--- src/rtl/div_pkg.sv ---
// div_pkg -- shared definitions for the multi-cycle 32-bit divider.
//   - FSM state encoding (two bits, matching the pipeline's legacy defines)
//   - result-ready / start-stop levels and the DIV/DIVU aluop codes
//   - cond_neg(): two's-complement negate when a flag is set, used both to
//     take operand magnitudes and to restore result signs
package div_pkg;

  localparam int unsigned REG_W  = 32;
  localparam int unsigned DREG_W = 64;

  // One quotient bit is produced per iteration.
  localparam logic [5:0] DIV_ITERS = 6'd32;

  typedef enum logic [1:0] {
    DIV_FREE    = 2'b00,
    DIV_BY_ZERO = 2'b01,
    DIV_ON      = 2'b10,
    DIV_END     = 2'b11
  } div_state_e;

  localparam logic DIV_RESULT_READY     = 1'b1;
  localparam logic DIV_RESULT_NOT_READY = 1'b0;
  localparam logic DIV_START            = 1'b1;
  localparam logic DIV_STOP             = 1'b0;

  localparam logic [7:0] EXE_DIV_OP  = 8'b0001_1010;
  localparam logic [7:0] EXE_DIVU_OP = 8'b0001_1011;

  function automatic logic [REG_W-1:0] cond_neg(input logic [REG_W-1:0] value,
                                                input logic             neg);
    return neg ? (~value + 32'd1) : value;
  endfunction

endpackage

--- src/rtl/div_if.sv ---
// div_if -- request/response bundle between the execute stage and the divider.
//   signed_div_i : 1 = DIV (signed), 0 = DIVU
//   opdata1_i    : dividend
//   opdata2_i    : divisor
//   start_i      : request, held by the requester until ready_o is seen
//   annul_i      : cancel an in-flight division (pipeline flush)
//   result_o     : {remainder, quotient}
//   ready_o      : result valid
// Modports: master = execute stage, slave = divider.
interface div_if;
  import div_pkg::*;

  logic              signed_div_i;
  logic [REG_W-1:0]  opdata1_i;
  logic [REG_W-1:0]  opdata2_i;
  logic              start_i;
  logic              annul_i;
  logic [DREG_W-1:0] result_o;
  logic              ready_o;

  modport master (
    output signed_div_i, opdata1_i, opdata2_i, start_i, annul_i,
    input  result_o, ready_o
  );

  modport slave (
    input  signed_div_i, opdata1_i, opdata2_i, start_i, annul_i,
    output result_o, ready_o
  );

endinterface

--- src/rtl/div.sv ---
// div -- multi-cycle 32-bit divider for DIV/DIVU.
// Radix-2 restoring division on operand magnitudes, one quotient bit per
// clock; signs are reapplied at the end. Result is {remainder, quotient}.
// Ports:
//   clk : system clock
//   rst : synchronous, active-high reset
//   bus : div_if.slave (request operands in, result/ready out)
// Latency from the accepting edge: 33 further edges for a nonzero divisor,
// one edge for a zero divisor (result is all zeros). All outputs registered.
module div
  import div_pkg::*;
(
  input  logic  clk,
  input  logic  rst,
  div_if.slave  bus
);

  div_state_e        state_q, state_d;
  logic [5:0]        counter_q, counter_d;
  // {overflow bit, partial remainder, remaining dividend bits / quotient bits}
  logic [64:0]       work_q, work_d;
  logic [REG_W-1:0]  divisor_q, divisor_d;
  logic              dividend_neg_q, dividend_neg_d;
  logic              divisor_neg_q, divisor_neg_d;
  logic [DREG_W-1:0] result_q, result_d;
  logic              ready_q, ready_d;

  logic              op1_neg, op2_neg;
  logic [32:0]       partial;
  logic              take;

  assign op1_neg = bus.signed_div_i & bus.opdata1_i[REG_W-1];
  assign op2_neg = bus.signed_div_i & bus.opdata2_i[REG_W-1];

  // Trial subtraction. The shifted partial remainder can reach 33 bits
  // (its top bit lives in work_q[64]); when that bit is set the value
  // certainly exceeds the divisor, so the subtraction is taken regardless
  // of the 33-bit borrow, and the low 32 bits of partial are exact.
  assign partial = {1'b0, work_q[63:32]} - {1'b0, divisor_q};
  assign take    = work_q[64] | ~partial[32];

  // NOTE: combinational next-state logic uses blocking assignments and
  // assigns every output a default first, so no latch can be inferred;
  // the register block below uses non-blocking assignments only.
  always_comb begin
    state_d        = state_q;
    counter_d      = counter_q;
    work_d         = work_q;
    divisor_d      = divisor_q;
    dividend_neg_d = dividend_neg_q;
    divisor_neg_d  = divisor_neg_q;
    result_d       = result_q;
    ready_d        = ready_q;

    unique case (state_q)
      DIV_FREE: begin
        ready_d  = DIV_RESULT_NOT_READY;
        result_d = '0;
        if (bus.start_i == DIV_START && !bus.annul_i) begin
          if (bus.opdata2_i == '0) begin
            state_d = DIV_BY_ZERO;
          end else begin
            state_d        = DIV_ON;
            counter_d      = '0;
            dividend_neg_d = op1_neg;
            divisor_neg_d  = op2_neg;
            divisor_d      = cond_neg(bus.opdata2_i, op2_neg);
            work_d         = {32'b0, cond_neg(bus.opdata1_i, op1_neg), 1'b0};
          end
        end
      end

      DIV_BY_ZERO: begin
        state_d  = DIV_END;
        ready_d  = DIV_RESULT_READY;
        result_d = '0;
      end

      DIV_ON: begin
        if (bus.annul_i) begin
          state_d  = DIV_FREE;
          ready_d  = DIV_RESULT_NOT_READY;
          result_d = '0;
        end else if (counter_q != DIV_ITERS) begin
          work_d    = take ? {partial[31:0], work_q[31:0], 1'b1}
                           : {work_q[63:0], 1'b0};
          counter_d = counter_q + 6'd1;
        end else begin
          state_d  = DIV_END;
          ready_d  = DIV_RESULT_READY;
          result_d = {cond_neg(work_q[64:33], dividend_neg_q),
                      cond_neg(work_q[31:0], dividend_neg_q ^ divisor_neg_q)};
        end
      end

      DIV_END: begin
        if (bus.start_i == DIV_STOP) begin
          state_d  = DIV_FREE;
          ready_d  = DIV_RESULT_NOT_READY;
          result_d = '0;
        end
      end

      default: state_d = DIV_FREE;
    endcase
  end

  // NOTE: only control state and visible outputs are reset; the datapath
  // registers (work, divisor, sign flags) are always reloaded on acceptance
  // before they are read, so resetting them would buy nothing.
  always_ff @(posedge clk) begin
    if (rst) begin
      state_q   <= DIV_FREE;
      counter_q <= '0;
      result_q  <= '0;
      ready_q   <= DIV_RESULT_NOT_READY;
    end else begin
      state_q   <= state_d;
      counter_q <= counter_d;
      result_q  <= result_d;
      ready_q   <= ready_d;
    end
  end

  always_ff @(posedge clk) begin
    work_q         <= work_d;
    divisor_q      <= divisor_d;
    dividend_neg_q <= dividend_neg_d;
    divisor_neg_q  <= divisor_neg_d;
  end

  assign bus.result_o = result_q;
  assign bus.ready_o  = ready_q;

endmodule

--- src/flat_wrapper.sv ---
// flat-port wrapper written by rule: the top's interface ports become plain ports
module div_flat import div_pkg::*;
  (clk, rst, bus_signed_div_i, bus_opdata1_i, bus_opdata2_i, bus_start_i, bus_annul_i, bus_result_o, bus_ready_o);
  div_if bus_i ();
  input  logic clk;
  input  logic rst;
  input wire logic [$bits(bus_i.signed_div_i)-1:0] bus_signed_div_i;
  input wire logic [$bits(bus_i.opdata1_i)-1:0] bus_opdata1_i;
  input wire logic [$bits(bus_i.opdata2_i)-1:0] bus_opdata2_i;
  input wire logic [$bits(bus_i.start_i)-1:0] bus_start_i;
  input wire logic [$bits(bus_i.annul_i)-1:0] bus_annul_i;
  output wire logic [$bits(bus_i.result_o)-1:0] bus_result_o;
  output wire logic [$bits(bus_i.ready_o)-1:0] bus_ready_o;
  assign bus_i.signed_div_i = bus_signed_div_i;
  assign bus_i.opdata1_i = bus_opdata1_i;
  assign bus_i.opdata2_i = bus_opdata2_i;
  assign bus_i.start_i = bus_start_i;
  assign bus_i.annul_i = bus_annul_i;
  assign bus_result_o = bus_i.result_o;
  assign bus_ready_o = bus_i.ready_o;
  div u_core (.clk(clk), .rst(rst), .bus(bus_i));
endmodule
--- config.mk ---
export PLATFORM = sky130hd
export DESIGN_NAME = div_flat
export DESIGN_NICKNAME = d
export VERILOG_FILES = /design/src/rtl/div_pkg.sv /design/src/rtl/div_if.sv /design/src/rtl/div.sv /design/src/flat_wrapper.sv
export SDC_FILE = /design/constraint.sdc
export NUM_CORES = 1
export LEC_CHECK = 0
export ABC_AREA = 0
export ABC_CLOCK_PERIOD_IN_PS = 8300
export CAP_MARGIN = 10
export CORE_UTILIZATION = 60
export DETAILED_ROUTE_END_ITERATION = 8
export GPL_ROUTABILITY_DRIVEN = 0
export PLACE_DENSITY = 0.85
export SYNTH_ARGS = -nofsm -noshare
export SYNTH_HDL_FRONTEND = slang
export SYNTH_SLANG_ARGS = --single-unit
--- constraint.sdc ---
create_clock -name clk -period 8.3 [get_ports clk]
set_clock_uncertainty 0.2 [all_clocks]
set_input_delay 2.49 -clock clk [delete_from_list [all_inputs] [get_ports clk]]
set_output_delay 2.49 -clock clk [all_outputs]
set_load 0.01 [all_outputs]
* After elaboration in Yosys (flattened, before gate mapping) *
Cells that the tools add are included.

storage, ports and cells
  output and inout port bits = 65
  flip-flop bits (word level) = 172

cells by class
  bitwise gates (word level) = 10
  equal/unequal tests = 10
  reductions and logical operators = 10
  add/subtract/negate cells = 6
  muxes and demuxes = 29

operators by type and width
  cell                                                                      number
  65-bit two-way mux                                                        5
  64-bit two-way mux                                                        3
  64-bit one-hot mux with 3 select lines                                    1
  65-bit one-hot mux with 2 select lines                                    1
  32-bit by 1-bit adder with 32-bit output (second input constant)          4
  32-bit two-way mux                                                        4
  32-bit inverter                                                           4
  32-bit by 32-bit subtractor with 33-bit output                            1
  32-bit zero test                                                          1
  6-bit two-way mux                                                         4
  6-bit one-hot mux with 2 select lines                                     1
  2-bit two-way mux                                                         5
  2-bit one-hot mux with 4 select lines                                     1
  6-bit by 1-bit adder with 6-bit output (second input constant)            1
  2-bit inequality test (second input constant)                             3
  6-bit inequality test (second input constant)                             1
  3-bit AND reduction                                                       2
  5-bit AND reduction                                                       1
  2-bit == test (second input constant)                                     2
  2-bit by 1-bit inequality test with 1-bit output (second input constant)  2
  1-bit one-hot mux with 4 select lines                                     1
  1-bit two-way mux                                                         3
  3-bit inequality test (second input constant)                             1
  1-bit AND                                                                 2
  10 further kinds                                                          11

* Depth between registers and ports, before layout *
  word-level depth = 7
  gate-level depth with buffers = 14
  gate-level depth less buffers = 12

* Least setup slack after synthesis *
Ideal clock, no wire load.

  kind = in2reg
  from = in bus_opdata2_i[0]
  to = reg u_core.dividend_neg_q (enable)
  stages on the path = 7
  setup time = 477 ps
  arrival = 5,619 ps
  setup slack = 2,004 ps
  path through = inv_1 > ha_1 > inv_1 > nor3_1 > nand4_1 > nor4_1 > nor3b_1

between the ends
  word-level cells in the longest chain between the ends = 3

RTL lines
  what                                  line               RTL
  start: declaration                    flat_wrapper.sv:9  input wire logic [$bits(bus_i.opdata2_i)-1:0] bus_opdata2_i;
  32-bit zero test                      div.sv:60          if (bus.opdata2_i == '0) begin
  1-bit inverter (no source line)       n/a
  3-bit AND reduction (no source line)  n/a
  end signal: assignment                div.sv:128         dividend_neg_q <= dividend_neg_d;
  end: declaration                      div.sv:23          logic dividend_neg_q, dividend_neg_d;

No other way between the ends.
A chain may end at the register's enable or synchronous reset.

* Final worst setup path *
  from = in bus_opdata2_i[8]
  to = reg u_core.work_q[61] (enable)

between the ends
  word-level cells in the longest chain between the ends = 3

RTL lines
  what                                    line        RTL
  32-bit zero test                        div.sv:60
  2-bit inequality test (no source line)  n/a
  5-bit AND reduction (no source line)    n/a
  end signal: assignment                  div.sv:126  work_q <= work_d;
  end: declaration                        div.sv:21   logic [64:0] work_q, work_d;

No other way between the ends.

==> results.yml <==
outcome:
  outcome: "finished clean"
synthesis:
  synth.top_cell.area_share_pct: 27.5
  syn_area_per_cell_sq_um: 8.87
  synth_seq_area_share_pct: 41.0
  synthMuxAreaShare_pct: 0.185
  synthesis.nets: 1331
  synth_top_family_by_area: "compound AO/OA/AOI/OAI gates"
  syn_area_sq_um: 10800
  synthAdderAreaFrac_pct: 5.04
  ys_ff_latch: 172
  synth_simple_gate_area_share_pct: 16.7
  synth.largest_area_cell: "edfxtp_1"
  synth-edff-count: 99
  synthArstFlopShare_pct: 0
  synth_cells: 1219
  netlist-cell-type-count: 64
  yosysWarnings: 0
  ys.flop_type: "edfxtp_1"
  synth_area_leaders: "edfxtp_1 (27%), dfxtp_1 (14%), xnor2_1 (7.0%), ha_1 (4.9%), o21ai_0 (4.7%)"
  synth-xor-area-share_pct: 11.5
  synth_compound_area_share_pct: 21.4
timing:
  drv_slew: 0
  fin_crit_sh_pct: 77.5
  max_slew_margin_pct: 24.2
  min_period_ns: 6.43
  final.setup.worst_slack_ns: 1.87
  rsz0062_at_grt: "false"
  worstMarginPinSlew_ns: 1.13
  fmax_mhz: 155
  tns_ns: 0
  hold_viol_final: 0
  finalSetupViolations: 0
grt:
  grt_pass1_wl_um: 45500
  antenna_found_initial: 0
  grt_pass1_vias: 9047
  track_usage_pct: 31.6
  grt.overflow.total: 0
  grt_start_max_net_pins: 78
floorplan:
  die_w_um: 136
  die_area_sq_um: 18600
  io_pins: 134
  fp.dieH_um: 136
  rows: 48
  start_util_pct: 61.9
  core_sq_um: 17500
clocking:
  post_cts_buffers: 0
  cts_buffer_depth: 2
  root_buffer: "clkbuf_16"
  post_cts_resize_count: 0
  cts_max_level: 4
  cts_tree: "yes"
  cts_sinks: 172
  clkTransAtPathRegs_ns: 0.06
  cts_buffers: 17
  holdBufCountCts: 0
  clk_latency_ns: 0.43
finish:
  final.fill_count: 1294
  n_antenna_cell: 0
  drive_above_1_share_pct: 4.46
  final_util_pct: 74.0
  final_cell_mix: "clkdlybuf4s50_1 (132), nand2_1 (105), o21ai_0 (102)"
  num-nets-final: 1443
  regArea_sq_um: 4430
  multi_input_area_sq_um: 5960
  layout_commonest_cell: "clkdlybuf4s50_1"
  synthToLayoutAreaGrowth_pct: 19.5
setup_path:
  crit_start: "bus_opdata2_i[8]"
  worstPathArrival_ns: 6.34
  worstReg2RegStart: "u_core.work_q[39]"
  critPathKind: "input port to register"
  cp_max_fo: 47
  endpoint_kind: "register"
  start_kind: "input port"
  cp.required_ns: 8.20
run:
  cap_violations: 0
worst_hold_path:
  min_from: "u_core.bus.result_o[0]"
  worstHoldPathType: "register to register"
drt:
  drt_iter0_markers: 1133
  firstDrtPassIters: 5
  ant_nets: 0
  route.detailed.drc: 0
  viasPerCell: 6.30
  dr_total_vias: 9877
  wl_um: 28900
  drt-wirelength-per-cell_um: 18.4
placed_design:
  dpl.hpwl_um: 21000
  place_ws_ns: 1.54
  io_buffers: 133
power:
  ir_drop_v: 0.000196
  powerDensity_nw_per_um2: 267
  p_total_mw: 3.45
  total_leakage_power_nw: 4.75
==> cell families (layout without fill, tap and decap cells) <==
group                      count (synthesis)  count (layout)
buffers and inverters                    119             244
AOI/OAI and AO/OA                        363             363
and+or+nand+nor                          378             378
adders and majority gates                 43              43
DFF                                      172             172
muxes                                      2               2
xor gates and xnor gates                 142             142
==> flip-flops by register name, summed over array words and instances (netlist names) <==
| register | count |
|---|---|
| u_core.counter_q | 6 |
| u_core.bus.result_o | 64 |
| u_core.state_q | 2 |
| u_core.work_q | 65 |
| u_core.divisor_q | 32 |
| u_core.dividend_neg_q | 1 |
| u_core.divisor_neg_q | 1 |
| u_core.bus.ready_o | 1 |
==> worst max-delay path, stage by stage <==
cell	delay (ns)
clkdlybuf4s50_1	0.48
or4_1	0.60
nor4b_1	0.60
nand4_1	0.22
nor4_1	0.75
o21ai_0	0.24
nand3_1	0.28
inv_2	0.25
buf_4	0.39
==> cell type report <==
type,instances,area share [%]
multi-input combinational,928,46.1
clock inverter,7,0.358
tap,225,2.18
clock buffer,25,4.17
inverter,66,1.92
sequential,172,34.3
timing repair buffer,146,11.0
==> stage by stage <==
stage / instance area (sq um) / hold WS (ns) / cells
after floorplan: 10800 / 0.262 / 1219
after global placement: 12300 / 0.238 / 1537
after detailed placement: 12300 / 0.246 / 1537
after CTS: 12900 / 0.253 / 1569
after global routing: 12900 / 0.278 / 1569
final: 12900 / 0.251 / 1569
==> Yosys cell counts (all sizes together), types with 21 or more instances <==
library cell  instances
dfxtp                73
a22o                 27
nand3                45
xnor2                86
inv                  66
edfxtp               99
o21ai               102
a22oi                28
nor2                101
a21oi                96
or3                  21
nand2               105
clkbuf               50
ha                   42
nor3                 36
xor2                 56
==> layer usage <==
layer,share of wire (%),vias to the layer above,GRT usage [%],wire (um)
li1,-,4678,-,-
met1,43,4626,42.8,12300
met2,47,497,50.5,13400
met3,7.8,76,4.77,2240
met4,3.2,0,13.0,918
met5,0,-,0,0
==> final timing paths <==
path	end	slack (ns)	cells after the start
max	u_core.work_q[61]	1.87	9
min reg2reg	u_core.bus.result_o[0]	0.25	2
max reg2reg	u_core.work_q[64]	4.06	11
min	u_core.bus.result_o[0]	0.25	2
==> where the power goes <==
group          internal [mW]  total [mW]  leakage [nW]  switching [mW]
Sequential              1.12        1.29          1.53           0.170
Clock                  0.454       0.786         0.294           0.332
Combinational          0.531        1.37          2.93           0.842
No activity file was read; power rests on OpenSTA's default activity.
